File: src/rtl/mod_updown_counter.sv
// Loadable up/down counter with a runtime modulus (0..limit), a multi-bit step,
// wrap or saturate boundary handling, and carry/overflow flags.
module mod_updown_counter #(
  parameter int N       = 10,
  parameter int STEP_W  = 4,
  parameter int SAT     = 0,
  parameter int RST_VAL = 0
) (
  input  logic              clk,
  input  logic              rst,
  input  logic              en,
  input  logic              dir,
  input  logic              load,
  input  logic [N-1:0]      load_val,
  input  logic [STEP_W-1:0] step,
  input  logic [N-1:0]      limit,
  input  logic              clr_ovf,
  output logic [N-1:0]      out,
  output logic              cout,
  output logic              zero,
  output logic              at_limit,
  output logic              ovf_sticky
);

  // Arithmetic width: wide enough for out + limit + 1 and for the raw step.
  localparam int AW = ((N > STEP_W) ? N : STEP_W) + 1;

  logic [AW-1:0] out_x, lim_x, step_x, ld_x, s_x;
  logic [AW-1:0] up_x, dn_x, wrap_up_x, wrap_dn_x;
  logic [N-1:0]  out_next;
  logic          cout_next;

  assign out_x  = AW'(out);
  assign lim_x  = AW'(limit);
  assign step_x = AW'(step);
  assign ld_x   = AW'(load_val);

  // Effective step: min(step, limit). With limit == 0 a non-zero step is
  // treated as 1 so that the pinned-at-zero counter still reports cout.
  always_comb begin
    s_x = '0;
    if (step_x == '0)
      s_x = '0;
    else if (lim_x == '0)
      s_x = AW'(1);
    else if (step_x < lim_x)
      s_x = step_x;
    else
      s_x = lim_x;
  end

  assign up_x      = out_x + s_x;
  assign dn_x      = out_x - s_x;
  assign wrap_up_x = up_x - lim_x - AW'(1);
  assign wrap_dn_x = out_x + lim_x + AW'(1) - s_x;

  // Next-state selection in priority order load > en > hold.
  always_comb begin
    out_next  = out;
    cout_next = 1'b0;
    if (load) begin
      if (ld_x > lim_x) begin
        out_next  = limit;
        cout_next = 1'b1;
      end else begin
        out_next  = load_val;
      end
    end else if (en) begin
      if (out_x > lim_x) begin
        // Limit was lowered below the current count: clamp back into range.
        out_next  = limit;
        cout_next = 1'b1;
      end else if (!dir) begin
        if (up_x <= lim_x) begin
          out_next = N'(up_x);
        end else begin
          cout_next = 1'b1;
          out_next  = (SAT != 0) ? limit : N'(wrap_up_x);
        end
      end else begin
        if (s_x <= out_x) begin
          out_next = N'(dn_x);
        end else begin
          cout_next = 1'b1;
          out_next  = (SAT != 0) ? '0 : N'(wrap_dn_x);
        end
      end
    end
  end

  // Count, carry pulse and sticky overflow registers; set beats clear.
  always_ff @(posedge clk) begin
    if (rst) begin
      out        <= N'(RST_VAL);
      cout       <= 1'b0;
      ovf_sticky <= 1'b0;
    end else begin
      out  <= out_next;
      cout <= cout_next;
      if (cout_next)
        ovf_sticky <= 1'b1;
      else if (clr_ovf)
        ovf_sticky <= 1'b0;
    end
  end

  assign zero     = (out == '0);
  assign at_limit = (out == limit);

endmodule

File: config.mk
export PLATFORM = sky130hd
export DESIGN_NAME = mod_updown_counter
export DESIGN_NICKNAME = d
export VERILOG_FILES = /design/src/rtl/mod_updown_counter.sv
export SDC_FILE = /design/constraint.sdc
export NUM_CORES = 1
export LEC_CHECK = 0
export BUFFER_PORTS_ARGS = -buffer_cell sky130_fd_sc_hd__buf_4
export CAP_MARGIN = 20
export CORE_ASPECT_RATIO = 0.5
export CORE_UTILIZATION = 45
export DETAILED_ROUTE_END_ITERATION = 12
export HOLD_SLACK_MARGIN = 0.02
export PLACE_DENSITY_LB_ADDON = 0.15
export SETUP_SLACK_MARGIN = 0.15
export SKIP_CTS_REPAIR_TIMING = 1
export SLEW_MARGIN = 40
export SYNTH_ARGS = -nofsm -noshare
export SYNTH_HDL_FRONTEND = slang
export SYNTH_SLANG_ARGS = --single-unit
File: constraint.sdc
create_clock -name clk -period 12.7 [get_ports clk]
set_input_delay 0.635 -clock clk [delete_from_list [all_inputs] [get_ports clk]]
set_output_delay 0.635 -clock clk [all_outputs]
set_load 0.005 [all_outputs]
==> flow_summary.yaml, run 1 <==
floorplan:
  die_area_um2: 8810
  num_rows: 23
  initial_core_util: 0.468
  die_y_um: 66.9
  core-area_um2: 8090
  die_w_um: 132
  io_pins: 44
worst_setup_path:
  crit_path_start_kind: "primary input"
  path_max_fanout: 15
  reg2reg_from: "out[1]"
  critical_path_required_ns: 12.83
  path_delay_family: "simple AND/OR/NAND/NOR gates"
  critPathKind: "primary input to flop"
  reg2reg_depth: 14
  cp_num_cells: 19
  worst-path-buf-inv: 1
  cp_slowest_cell: "nor4_1"
  slowest_delay_ns: 0.77
  r2r_end: "out[6]"
  path_cells: "buf_4 > nor4_1 > nand2_1 > nor2_1 > mux2i_1 > or2_2 > ha_1 > a221oi_1 > o211ai_1 > nor4bb_1 > nor4_1 > ha_1 > nand3_1 > nor4_1 > a21oi_1 > nor2_2 > mux2_4 > o2111a_1 > o31a_1"
  critPathCapture: "out[6]"
  path_common_cell: "nor4_1"
  cp-startpoint: "limit[6]"
  reg2reg_slack_ns: 8.02
  worstPathArrival_ns: 6.34
  end_kind: "flop"
cells_and_area:
  finalInstanceArea_um2: 4290
  antenna_cells: 0
  final_nets: 664
  final_util: 0.531
  drive_above_1_share: 0.112
  syn2layout_area_growth_pct: 13.3
synth:
  async_flop_share: 0
  syn_area_per_cell_um2: 7.35
  synth_cells: 515
  synth_edf_count: 0
  synth_ff_type: "dfxtp_1"
  syn-cell-area_um2: 3790
  synth_common_cells: "65 x ha_1, 56 x inv_1, 51 x nor2_1"
  synthTopCellsByArea: "ha_1 21%, dfxtp_1 6.3%, fa_1 6.3%"
  synth_top_cell_by_area: "ha_1"
  synth_warnings: 0
  netlist.area_leader.share: 0.215
  yosysSeqAreaShare: 0.0635
  synth_cell_types: 60
  synth_most_common_cell: "ha_1"
  ys_seq_elements: 12
clock_network:
  cts_buffers: 3
  clkTransAtPathRegs_ns: 0.05
  cts.path.max_buffers: 2
  cts_tree: "built"
  cts-root-buf: "clkbuf_16"
  htree_levels: 1
  clock_latency_ns: 0.24
  cts_sinks: 12
drt:
  drt_iter0_markers: 348
  antenna_left: 0
  wl_per_cell_um: 17.9
  drc: 0
  viasPerCell: 5.82
  route.met2.wl_um: 4660
  dr_wl_met3_um: 1090
  met1_length_um: 6090
  top_layer: "met4"
  first_pass_iters: 5
  drt_wl_total_um: 11900
  vias: 3885
job:
  maxCapViolCount: 0
timing:
  tns_ns: 0
  drv_slew: 0
  fin_ws_ns: 6.50
  relSlewSlack: 0.401
  hold_violations: 0
  setup_violations: 0
  holdWs_ns: 0.481
  rsz0062_at_grt: "no"
  tightest_slew_ns: 0.890
  skew_ns: 0.00450
  period_share: 0.489
  fin_crit_ns: 6.20
  clock.fmax_ghz: 0.161
global_route:
  antenna_found_initial: 0
  grt_pass1_wl_um: 18700
  grt_overflow: 0
  grt_usage: 0.278
  grt_pass1_vias: 3458
  grt_max_degree: 28
hold_path:
  worstHoldPathType: "flop to flop"
  hold_depth: 2
pwr:
  power_density_nw_per_um2: 148
  leakage_nw: 2.02
  ir_worst_vdd_v: 0.0000504
outcome:
  outcome: "completed"
placement:
  io_buffers: 43
  place_congestion: 0.902
  hpwl_um: 9730
  place_area_um2: 4210
  place_ws_ns: 6.38
-- routing by layer --
metal,global-route usage,vias up
li1,-,1915
met1,0.418,1804
met2,0.415,158
met3,0.0441,8
met4,0.0436,0
met5,0,-
-- worst register-to-register path: cells and delay by family, from the launching register on --
kind / cells / cell delay, ns
AOI/OAI and AO/OA: 5 / 1.18
adders and majority gates: 2 / 0.60
DFF: 1 / 0.68
muxes: 1 / 0.35
and+or+nand+nor: 6 / 1.77
-- how the worst min path moves through the flow --
stage	slack (ns)	startpoint	end
6_report	0.48	ovf_sticky	ovf_sticky
3_5_place_dp	0.47	ovf_sticky	ovf_sticky
5_1_grt	0.52	ovf_sticky	ovf_sticky
2_1_floorplan	0.47	ovf_sticky	ovf_sticky
4_1_cts	0.48	ovf_sticky	ovf_sticky
3_3_place_gp	0.47	ovf_sticky	ovf_sticky
-- through the flow --
step | total power, mW | cells
2_1_floorplan | 0.440 | 530
3_3_place_gp | 0.559 | 664
3_5_place_dp | 0.562 | 664
4_1_cts | 0.624 | 667
5_1_grt | 0.696 | 667
6_report | 0.635 | 667
-- cell type report --
class	instances	area, µm²
clock buffer	3	75.1
fill	780	3800
inverter	56	210
multi-input combinational	441	3300
sequential	12	240
tap	112	140
timing repair buffer	43	323
-- cells in the final DEF (no fill, tap or decap), drive strengths merged, types with 7 or more instances in the layout --
master,Yosys,layout
inv,56,56
a21oi,46,46
xor2,14,14
o221ai,7,7
a21o,8,8
dfxtp,12,12
nor3,13,13
nor2b,7,7
a211oi,13,13
conb,2,17
ha,65,65
o21ai,38,38
nand2,16,16
buf,13,43
mux2i,11,11
nor2,52,52
nand2b,10,10
xnor2,15,15
nand4,7,7
nand3,18,18
fa,12,12
-- flip-flops by register name, indices dropped and copies added (netlist names) --
name and count:
out 10, cout 1, ovf_sticky 1
-- where the power goes --
group | internal, mW | switching (mW) | total [mW]
registers | 0.0455 | 0.0196 | 0.0651
logic | 0.215 | 0.296 | 0.511
clock network | 0.0411 | 0.0172 | 0.0584
total | 0.302 | 0.333 | 0.635
-- logic make-up (layout without fill, tap and decap cells) --
logic type,after synthesis,count (layout),share of synthesized area
compound gates,158,158,0.275
simple gates,146,146,0.192
fa+ha+maj,77,77,0.278
buf+inv,77,102,0.0833
xor+xnor,29,29,0.0671
mux,14,14,0.0390
flops,12,12,0.0634
other cells,2,17,0.00198
(Power assumes the default switching activity.)
==> run 2: changes to the inputs <==
Settings changed: ABC_AREA set to 1.
Clock period 12.7 ns to 5.5 ns, I/O delays scaled along.
==> run 2 against run 1 <==
  * Register-to-register slack got worse by 6.4 ns
  * Sequential cell count is the same
  * Clock power rose to 2.5 times the previous value
  * Die area up 5.2%
  * Highest routed layer unchanged
  * Cell area up 5.7%
  * Clock skew is 0.0030 ns lower
  * Worst setup slack lost 5.9 ns
  * Final cell count grew 19%
  * Combinational power increased by 110%
  * First-iteration DRC count up 1.7%
  * Critical path type unchanged
  * Total power rose by 110%
  * Worst hold slack got worse by 0.19 ns
==> flow_summary.yaml, run 2 <==
drt:
  drc: 0
  vias: 4379
  antenna_left: 0
  drt_wl_total_um: 12800
  first_pass_iters: 5
  wl_per_cell_um: 16.1
  viasPerCell: 5.51
  drt_iter0_markers: 354
synth:
  yosysSeqAreaShare: 0.0603
  async_flop_share: 0
  synth_cells: 632
  synth_edf_count: 0
  synth_ff_type: "dfxtp_1"
  ys_seq_elements: 12
  synth_warnings: 0
  synth_most_common_cell: "nand2_1"
  synth_common_cells: "127 x nand2_1, 115 x inv_1, 65 x ha_1"
  syn_area_per_cell_um2: 6.31
  syn-cell-area_um2: 3990
  synth_top_cell_by_area: "ha_1"
  netlist.area_leader.share: 0.204
  synth_cell_types: 38
  synthTopCellsByArea: "ha_1 20%, nand2_1 12%, inv_1 11%"
worst_setup_path:
  worstPathArrival_ns: 5.04
  reg2reg_depth: 22
  path_common_cell: "nand2_1"
  crit_path_start_kind: "primary input"
  path_max_fanout: 11
  slowest_delay_ns: 0.40
  reg2reg_slack_ns: 1.60
  end_kind: "flop"
  critical_path_required_ns: 5.67
  worst-path-buf-inv: 8
  critPathKind: "primary input to flop"
  cp_slowest_cell: "ha_1"
  path_delay_family: "simple AND/OR/NAND/NOR gates"
  cp_num_cells: 35
global_route:
  grt_usage: 0.284
  grt_pass1_vias: 3922
  grt_pass1_wl_um: 19900
  grt_max_degree: 22
  antenna_found_initial: 0
  grt_overflow: 0
cells_and_area:
  largest_register: "out"
  reg.largest.list: "out (10), cout (1), ovf_sticky (1)"
  largest_reg_flops: 10
  layout_commonest_cell: "nand2_1"
  n_fill_cell: 842
  final_nets: 790
  syn2layout_area_growth_pct: 13.7
  layout_common_cells: "127 x nand2_1, 115 x inv_1, 64 x ha_1, 50 x buf_4"
  drive_above_1_share: 0.117
  regArea_um2: 240
  multi_input_area_um2: 3240
clock_network:
  htree_levels: 1
  clkTransAtPathRegs_ns: 0.04
  clock_latency_ns: 0.24
  cts_buffers: 3
  cts_sinks: 12
  cts_tree: "built"
  cts.path.max_buffers: 2
  cts-root-buf: "clkbuf_16"
placement:
  io_buffers: 43
  hpwl_um: 10400
  place_congestion: 0.997
  place_ws_ns: 0.444
timing:
  fin_ws_ns: 0.631
  fin_crit_ns: 4.87
  drv_slew: 0
  rsz0062_at_grt: "no"
  relSlewSlack: 0.300
  period_share: 0.885
  tightest_slew_ns: 1.05
  skew_ns: 0.00151
  hold_violations: 0
  setup_violations: 0
  clock.fmax_ghz: 0.205
  tns_ns: 0
floorplan:
  io_pins: 44
  initial_core_util: 0.481
  die_area_um2: 9260
  die_y_um: 68.6
  num_rows: 23
  die_w_um: 135
  core-area_um2: 8290
outcome:
  outcome: "completed"
pwr:
  power_mw: 1.35
  power_density_nw_per_um2: 298
  ir_worst_vdd_v: 0.0000935
  leakage_nw: 2.57
hold_path:
  hold_depth: 3
  worstHoldPathType: "primary input to flop"
job:
  maxCapViolCount: 0
## run 2: cell count changes after synthesis, moves of 11 or more
cell and delta:
a211oi_1 -13, inv_1 +59, xor2_1 +13, nor2_1 -22, nand4_1 +13, nand2_1 +111, nand3_1 +23, mux2i_1 -11
a21oi_2 +13
## run 2: logic make-up (layout without fill, tap and decap cells)
family,count (synthesis),count (layout),synth area share
AND/OR/NAND/NOR,238,238,0.266
buffers and inverters,138,173,0.142
AO/OA/AOI/OAI,132,132,0.193
adder cells (fa/ha/maj),77,77,0.264
XOR/XNOR,33,33,0.0725
flip-flops,12,12,0.0603
other,2,18,0.00188
## run 2: routing by layer
metal	vias up	part of all wire	global-route usage
li1	2160	-	-
met1	2022	0.50	0.422
met3	22	0.087	0.0497
met4	0	0.016	0.0646
met5	-	0	0
met2	175	0.40	0.421
## run 2: cell type report
cell class | count | share of cell area
Inverter | 119 | 0.0988
Clock buffer | 4 | 0.0196
Multi-Input combinational cell | 497 | 0.714
Tap cell | 112 | 0.0309
Sequential cell | 12 | 0.0530
Antenna cell | 1 | 0.000552
Timing Repair Buffer | 50 | 0.0828
## run 2: path summary, 6_finish.rpt
check,startpoint,to
worst max-delay path,limit[3],out[8]
worst min-delay path,clr_ovf,ovf_sticky
worst max register to register,out[1],out[8]
worst min register to register,ovf_sticky,ovf_sticky
## run 2: through the flow
stage                     hold WS [ns]  instance area, µm²   util  cells
after floorplan                  0.442                4040      -    647
after global placement           0.462                4440  0.536    790
after detailed placement         0.470                4440  0.536    790
after CTS                        0.293                4530  0.546    794
after global routing             0.304                4530  0.547    794
final                            0.289                4530  0.547    795
## run 2: power breakdown
group	internal (mW)	switching [mW]	leakage, nW
logic	0.390	0.675	2.42
registers	0.101	0.0361	0.0999
clock network	0.110	0.0375	0.0442
## run 2: worst register-to-register path, cell delays in order (launching register included)
cell and delay, ns:
dfxtp_1 0.71, ha_1 0.38, nor2_1 0.21, nand3_1 0.10
nand3_1 0.13, xor2_1 0.26, inv_1 0.08, ha_1 0.34
nand2_1 0.12, inv_1 0.04, a21oi_1 0.16, nand2_1 0.08
nand2_1 0.06, nand2_1 0.05, nand2_1 0.05, nand2_1 0.04
nand2_1 0.16, nand3_2 0.23, nand2_1 0.13, nand3_1 0.08
nand3_1 0.16, nand2_1 0.11, a21oi_2 0.14
